--- config.mk ---
export PLATFORM = sky130hd
export DESIGN_NAME = dram_fifo
export DESIGN_NICKNAME = d
export VERILOG_FILES = /design/src/rtl/dram_fifo_pkg.sv /design/src/rtl/dram_fifo_dpram.sv /design/src/rtl/dram_fifo.sv
export SDC_FILE = /design/constraint.sdc
export NUM_CORES = 1
export LEC_CHECK = 0
export ABC_AREA = 1
export CAP_MARGIN = 20
export CORE_ASPECT_RATIO = 0.75
export CORE_MARGIN = 4
export CORE_UTILIZATION = 35
export DETAILED_ROUTE_END_ITERATION = 10
export PLACE_DENSITY_LB_ADDON = 0.08
export SLEW_MARGIN = 5
export SYNTH_ARGS = -nofsm -noshare
export SYNTH_HDL_FRONTEND = slang
export SYNTH_HIERARCHICAL = 1
export SYNTH_SLANG_ARGS = --single-unit
--- constraint.sdc ---
create_clock -name clk -period 8.7 [get_ports clk]
set_clock_uncertainty 0.2 [all_clocks]
set_input_delay 1.305 -clock clk [delete_from_list [all_inputs] [get_ports clk]]
set_output_delay 1.305 -clock clk [all_outputs]
set_load 0.05 [all_outputs]
--- src/rtl/dram_fifo_pkg.sv ---
// Shared defaults and handshake type for the LUTRAM-backed FIFO and its storage.
package dram_fifo_pkg;

    localparam int unsigned FIFO_WIDTH_DEF = 32;
    localparam int unsigned FIFO_DEPTH_DEF = 16;

    typedef struct packed {
        logic push;
        logic pop;
    } xfer_t;

endpackage

--- src/rtl/dram_fifo_dpram.sv ---
// Dual-port distributed RAM: port A synchronous write with async readback, port B async read.
// Contents are not reset; reads are combinational (zero latency), no backpressure.
module DistributedRAM
    import dram_fifo_pkg::*;
#(
    parameter int unsigned WIDTH = FIFO_WIDTH_DEF,
    parameter int unsigned DEPTH = FIFO_DEPTH_DEF,
    localparam int unsigned AW   = $clog2(DEPTH)
) (
    input  logic             clk,
    input  logic             a_we_i,
    input  logic [AW-1:0]    a_addr_i,
    input  logic [WIDTH-1:0] a_wdata_i,
    output logic [WIDTH-1:0] a_rdata_o,
    input  logic [AW-1:0]    b_addr_i,
    output logic [WIDTH-1:0] b_rdata_o
);

    logic [WIDTH-1:0] mem_q [DEPTH];

    always_ff @(posedge clk) begin
        if (a_we_i) begin
            mem_q[a_addr_i] <= a_wdata_i;
        end
    end

    assign a_rdata_o = mem_q[a_addr_i];
    assign b_rdata_o = mem_q[b_addr_i];

endmodule

--- src/rtl/dram_fifo.sv ---
// Synchronous FIFO on distributed RAM; head is read combinationally, push visible after 1 cycle.
// in_ready = !full only (a pop never frees a slot in the same cycle); flush drops everything.
module dram_fifo
    import dram_fifo_pkg::*;
#(
    parameter int unsigned WIDTH = FIFO_WIDTH_DEF,
    parameter int unsigned DEPTH = FIFO_DEPTH_DEF,
    localparam int unsigned ADDR_WIDTH = $clog2(DEPTH)
) (
    input  logic                  clk,
    input  logic                  resetn,
    input  logic                  flush,
    input  logic                  in_valid,
    output logic                  in_ready,
    input  logic [WIDTH-1:0]      in_data,
    output logic                  out_valid,
    input  logic                  out_ready,
    output logic [WIDTH-1:0]      out_data,
    output logic [ADDR_WIDTH:0]   count
);

    localparam logic [ADDR_WIDTH:0] PTR_ONE = {{ADDR_WIDTH{1'b0}}, 1'b1};

    logic [ADDR_WIDTH:0] head_q, head_d;
    logic [ADDR_WIDTH:0] tail_q, tail_d;
    logic [ADDR_WIDTH:0] count_q, count_d;
    logic                empty, full;
    xfer_t               xfer;
    logic [WIDTH-1:0]    unused_a_rdata;

    // Extra MSB on each pointer is the wrap bit that separates full from empty.
    assign empty = (head_q == tail_q);
    assign full  = (head_q[ADDR_WIDTH-1:0] == tail_q[ADDR_WIDTH-1:0]) &&
                   (head_q[ADDR_WIDTH] != tail_q[ADDR_WIDTH]);

    assign in_ready  = !full;
    assign out_valid = !empty;
    assign count     = count_q;
    assign xfer      = '{push: in_valid & in_ready, pop: out_valid & out_ready};

    always_comb begin
        head_d  = head_q;
        tail_d  = tail_q;
        count_d = count_q;
        if (flush) begin
            head_d  = '0;
            tail_d  = '0;
            count_d = '0;
        end else begin
            if (xfer.push) tail_d = tail_q + PTR_ONE;
            if (xfer.pop)  head_d = head_q + PTR_ONE;
            case ({xfer.push, xfer.pop})
                2'b10:   count_d = count_q + PTR_ONE;
                2'b01:   count_d = count_q - PTR_ONE;
                default: count_d = count_q;
            endcase
        end
    end

    always_ff @(posedge clk or negedge resetn) begin
        if (!resetn) begin
            head_q  <= '0;
            tail_q  <= '0;
            count_q <= '0;
        end else begin
            head_q  <= head_d;
            tail_q  <= tail_d;
            count_q <= count_d;
        end
    end

    DistributedRAM #(
        .WIDTH (WIDTH),
        .DEPTH (DEPTH)
    ) u_ram (
        .clk       (clk),
        .a_we_i    (xfer.push & !flush),
        .a_addr_i  (tail_q[ADDR_WIDTH-1:0]),
        .a_wdata_i (in_data),
        .a_rdata_o (unused_a_rdata),
        .b_addr_i  (head_q[ADDR_WIDTH-1:0]),
        .b_rdata_o (out_data)
    );

endmodule

==> impl_metrics.json, run 1 <==
{
  "fillers": 6313,
  "cp-end-kind": "output pin",
  "root_buffer": "clkbuf_16",
  "hold_depth": 2,
  "post_cts_buffers": 0,
  "switching_share": 0.267,
  "max-slew-margin-rel": 0.281,
  "portBuffers": 75,
  "post-route-drc-count": 0,
  "leakagePower_nw": 10.9,
  "fin_cells": 3184,
  "hold_violations": 0,
  "cts_tree": "done",
  "crit_buf_inv": 3,
  "firstDrtPassIters": 5,
  "grt_use_met2": 0.272,
  "synth_nets": 2273,
  "cts_buffers": 55,
  "rsz0062_at_grt": "no",
  "max_cap_viol_count": 0,
  "crit_fanout": 105,
  "status": "finished clean",
  "ctsResizeCount": 0,
  "crit_path_start_kind": "flop",
  "vdd_drop_max_uv": 134,
  "die_area_um2": 69800,
  "post-route-period-util": 0.670,
  "hold_buffers": 0,
  "vias_per_cell": 4.70,
  "power_frac_clock": 0.378,
  "hp-class": "flop to flop",
  "seq_power_share": 0.486,
  "crit_type": "flop to output pin",
  "grt_overflow_total": 0,
  "fmaxAchievable_ghz": 0.172,
  "core_area_um2": 65100,
  "setup_viol": 0,
  "rows": 81,
  "critPathArrivalTime_ns": 4.33,
  "route.vias.total": 15000,
  "crit_top_cell": "nand2_1",
  "grt.total_usage": 0.174,
  "slew_violations": 0,
  "grt_max_degree": 199,
  "syn_avg_cell_area_um2": 10.3,
  "grt_pass1_wl_um": 92700,
  "crit_required_ns": 7.19,
  "ioPinCount": 76,
  "dpl.cell_count": 3085,
  "power_density_nw_per_um2": 222,
  "grt_pass1_vias": 14200,
  "finalWeightedCongestion": 0.731,
  "die_h_um": 230,
  "seq_area_um2": 15800,
  "hpwl_um": 31200,
  "initial_utilization": 0.353,
  "multi_input_area_um2": 5210,
  "drtIter0Drc": 1114,
  "tightest_slew_ns": 1.08,
  "clockBufferDepth": 3,
  "path_clk_slew_ns": 0.06,
  "cpLargestDelayFamily": "buffers and inverters",
  "clock_sinks": 527,
  "antenna_left": 0,
  "post_drt_wl_per_cell_um": 19.4,
  "use_met3": 0.0259,
  "clkLatencyLatePin_ns": 0.60,
  "drive_above_1_share": 0.0597,
  "power_mw": 5.84,
  "insertedDiodeCount": 0,
  "h-tree-depth": 2,
  "antenna_found_initial": 0,
  "reg2regPathDepth": 12,
  "cp_cell_sequence": "inv_8 > buf_4 > nand2_1 > nand2_1 > nand2_1 > nand3_1 > nand3_1 > nand2_1 > clkdlybuf4s50_1",
  "netlist_instances": 2230,
  "cp.depth": 9,
  "yosys_warnings": 6,
  "synthesis.area_um2": 23000,
  "post-route-util": 0.404,
  "power.internal_mw": 4.28,
  "holdWs_ns": 0.310,
  "cpMaxStageDelayCell": "clkdlybuf4s50_1",
  "finalCriticalPeriod_ns": 5.83,
  "p_sw_mw": 1.56,
  "power_frac_comb": 0.135,
  "regToRegSetupSlack_ns": 4.24,
  "routed_wl_um": 61800,
  "die_w_um": 304,
  "gr-max-usage-layer": "met2",
  "max_stage_delay_ns": 0.85,
  "met1_usage": 0.258,
  "setup_tns_ns": 0,
  "syn_to_final_growth_pct": 14.3,
  "finalNetCount": 2314
}
==> final cells by class <==
type,count,share of cell area
flip-flops and latches,527,0.600
multi-input cells,1173,0.198
inverters,412,0.0596
clock buffers,66,0.0556
well taps,871,0.0415
repair buffers,102,0.0368
clock inverters,33,0.00762
==> stage by stage <==
step	area (um2)	worst slack [ns]
floorplan	23000	4.95
global placement	24600	3.41
finish	26300	2.87
global route	26300	2.52
CTS	26300	2.79
detailed placement	24600	3.46
==> worst reg2reg max path, cell delays in order (launching register included) <==
cell and delay, ns:
dfrtp_4 0.72, buf_4 0.74, nand2_1 0.17, nand2_1 0.10
nor2_2 0.06, nand3b_2 0.11, nand2_4 0.10, inv_4 0.09
nand2_1 0.06, inv_2 0.12, nand3_1 0.35, nor2_4 0.64
buf_4 0.60
==> layout by cell type (no fill, tap or decap), types with 2 or more instances in the layout <==
cell type and n:
nor3_1 2, o31ai_1 2, dfrtp_4 3, nor2_1 3, o21ai_1 3, nand2_4 4, clkinv_4 2, xnor2_1 2
nor2_2 2, edfxtp_1 512, nand2_1 713, clkdlybuf4s50_1 75, clkinv_2 9, buf_4 26, a21oi_1 4, inv_2 5
clkbuf_16 57, dfrtp_1 11, clkinv_1 20, ha_1 5, clkbuf_1 9, xor2_1 3, inv_4 4, nor2_4 16
inv_1 401, o21ai_0 5, bufinv_16 2, nand3_1 402, nand3b_1 2
==> power by group through the flow <==
stage	logic, mW	clock network, mW	registers [mW]
final	0.790	2.21	2.84
after detailed placement	0.801	0	2.89
after floorplan	0.549	0	2.88
after global placement	0.800	0	2.89
after CTS	0.804	2.29	2.84
after global routing	0.873	2.39	2.84
==> metal layers <==
layer | share of wire | vias up
li1 | - | 7269
met1 | 0.49 | 7329
met2 | 0.44 | 299
met3 | 0.044 | 72
met4 | 0.017 | 0
met5 | 0 | -
==> sequential cells by signal, indices dropped and copies added (netlist names) <==
signal	cells
u_ram/mem_q	512
tail_q	5
head_q	5
count	5
==> path summary, 6_finish.rpt <==
kind,to,startpoint
max in group asynchronous,head_q[2]$_DFFE_PN0P_,resetn
worst max register to register,u_ram/mem_q[1][22]$_DFFE_PP_,head_q[2]$_DFFE_PN0P_
min in group asynchronous,head_q[4]$_DFFE_PN0P_,resetn
worst min-delay path,count[3]$_DFFE_PN0P_,count[3]$_DFFE_PN0P_
worst max-delay path,out_data[9],head_q[0]$_DFFE_PN0P_
worst min register to register,count[3]$_DFFE_PN0P_,count[3]$_DFFE_PN0P_
Note: power is estimated with default switching activity, not from simulation.
==> inputs of run 2 (changes only) <==
==> constraint.sdc (replaced) <==
create_clock -name clk -period 5.3 [get_ports clk]
set_clock_uncertainty 0.2 [all_clocks]
set_input_delay 0.795 -clock clk [delete_from_list [all_inputs] [get_ports clk]]
set_output_delay 0.795 -clock clk [all_outputs]
set_load 0.05 [all_outputs]
==> run 2 against run 1 <==
Non-clock buffer count is 9 higher. Register-to-register slack worse by 2.5 ns. Cell count is 0.38% higher. Power is 68% higher. Routed wire length is 2.0% lower.
==> impl_metrics.json, run 2 (same netlist as run 1, synthesis figures left out) <==
{
  "initial_utilization": 0.353,
  "clock_sinks": 527,
  "cts_tree": "done",
  "cp-end-kind": "output pin",
  "antenna_found_initial": 0,
  "grt_pass1_wl_um": 91900,
  "path_clk_slew_ns": 0.05,
  "timing.rr.end": "u_ram/mem_q[8][15]$_DFFE_PP_",
  "reg2reg_from": "head_q[0]$_DFFE_PN0P_",
  "drive_above_1_share": 0.0641,
  "max_cap_viol_count": 0,
  "hold_buffers": 0,
  "portBuffers": 75,
  "finalNetCount": 2324,
  "finalCriticalPeriod_ns": 4.62,
  "holdWs_ns": 0.314,
  "setup_tns_ns": 0,
  "die_w_um": 304,
  "die_h_um": 230,
  "power_density_nw_per_um2": 369,
  "cp_cell_sequence": "buf_4 > nand3_1 > nand3_1 > nand3_1 > nand2_1 > clkdlybuf4s50_1",
  "clockBufferDepth": 3,
  "route.vias.total": 15000,
  "hold_violations": 0,
  "crit_start": "head_q[1]$_DFFE_PN0P_",
  "largest_reg_flops": 512,
  "crit_type": "flop to output pin",
  "max-slew-margin-rel": 0.463,
  "grt_pass1_vias": 14700,
  "cpMaxStageDelayCell": "dfrtp_4",
  "fillers": 6351,
  "use_met3": 0.0246,
  "fmaxAchievable_ghz": 0.217,
  "post-route-period-util": 0.871,
  "h-tree-depth": 2,
  "largest-register": "u_ram/mem_q",
  "ctsResizeCount": 0,
  "crit_fanout": 49,
  "critPathArrivalTime_ns": 3.62,
  "grt_overflow_total": 0,
  "vias_per_cell": 4.70,
  "hpwl_um": 31000,
  "dpl.cell_count": 3094,
  "slew_violations": 0,
  "final_common_cell": "nand2_1",
  "crit_required_ns": 4.30,
  "mostFrequentLayoutCells": "nand2_1, edfxtp_1, nand3_1",
  "fin_cells": 3196,
  "firstDrtPassIters": 5,
  "max_stage_delay_ns": 0.92,
  "vdd_drop_max_uv": 212,
  "cp-endpoint": "out_data[28]",
  "grt_max_degree": 142,
  "post-route-drc-count": 0,
  "antenna_left": 0,
  "setup_viol": 0,
  "routed_wl_um": 60600,
  "regToRegSetupSlack_ns": 1.72,
  "met1_usage": 0.245,
  "reg2regPathDepth": 12,
  "crit_top_cell": "nand3_1",
  "crit_path_start_kind": "flop",
  "gr-max-usage-layer": "met2",
  "core_area_um2": 65100,
  "tightest_slew_ns": 0.806,
  "status": "finished clean",
  "cpLargestDelayFamily": "buffers and inverters",
  "drtIter0Drc": 1016,
  "post_drt_wl_per_cell_um": 19.0,
  "ioPinCount": 76,
  "rsz0062_at_grt": "no",
  "syn_to_final_growth_pct": 15.8,
  "power_mw": 9.81,
  "grt.total_usage": 0.171,
  "insertedDiodeCount": 0,
  "root_buffer": "clkbuf_16",
  "die_area_um2": 69800,
  "cts_buffers": 56,
  "cp.depth": 6,
  "leakagePower_nw": 11.0,
  "clkLatencyLatePin_ns": 0.61,
  "rows": 81,
  "post_cts_buffers": 0,
  "grt_use_met2": 0.274,
  "hp-class": "flop to flop",
  "finalWeightedCongestion": 0.758,
  "crit_buf_inv": 2
}
## run 2: cell types whose count changed in the layout (fill, tap and decap cells not counted), sizes merged
| cell | previous run | this run |
|---|---|---|
| clkinv | 31 | 26 |
| buf | 27 | 36 |
| bufinv | 2 | 5 |
| clkbuf | 66 | 69 |
| clkinvlp | 1 | 0 |
| inv | 411 | 414 |
## run 2: final cells by class
class / instances / area [um2] / area share
clock buffer: 69 / 1470 / 0.0553
clock inverter: 33 / 302 / 0.0113
inverter: 412 / 1570 / 0.0589
multi-input combinational: 1173 / 5210 / 0.196
sequential: 527 / 15800 / 0.593
tap: 871 / 1090 / 0.0410
timing repair buffer: 111 / 1180 / 0.0445
## run 2: metrics by stage
stage | cell area [um2] | setup slack (ns) | utilization
6_report | 26600 | 0.682 | 0.409
5_1_grt | 26600 | 0.512 | 0.409
4_1_cts | 26600 | 0.592 | 0.409
3_5_place_dp | 24800 | 1.27 | 0.381
3_3_place_gp | 24800 | 1.30 | 0.381
2_1_floorplan | 23000 | 1.84 | -
## run 2: layer usage
metal / wire (um) / vias to the layer above
met5: 0 / -
met2: 27500 / 280
met3: 2310 / 99
li1: - / 7291
met1: 29500 / 7354
met4: 1340 / 0
## run 2: power breakdown
group          internal (mW)  switching [mW]
registers               4.61          0.0301
clock network           2.21            1.62
logic                  0.398           0.940
## run 2: how the worst min path moves through the flow
stage                               startpoint                   end  slack (ns)  cells after the start
after floorplan                         resetn  count[0]$_DFFE_PN0P_        0.30                      0
after global placement    count[2]$_DFFE_PN0P_  count[2]$_DFFE_PN0P_        0.31                      2
after detailed placement  count[2]$_DFFE_PN0P_  count[2]$_DFFE_PN0P_        0.30                      2
after CTS                 count[2]$_DFFE_PN0P_  count[2]$_DFFE_PN0P_        0.31                      2
after global routing      count[2]$_DFFE_PN0P_  count[2]$_DFFE_PN0P_        0.37                      2
final                     count[2]$_DFFE_PN0P_  count[2]$_DFFE_PN0P_        0.31                      2
## run 2: worst min-delay path: stages, from the launching register on
cell and delay, ns:
dfrtp_1 0.37, nand2_1 0.06, nand2_1 0.05
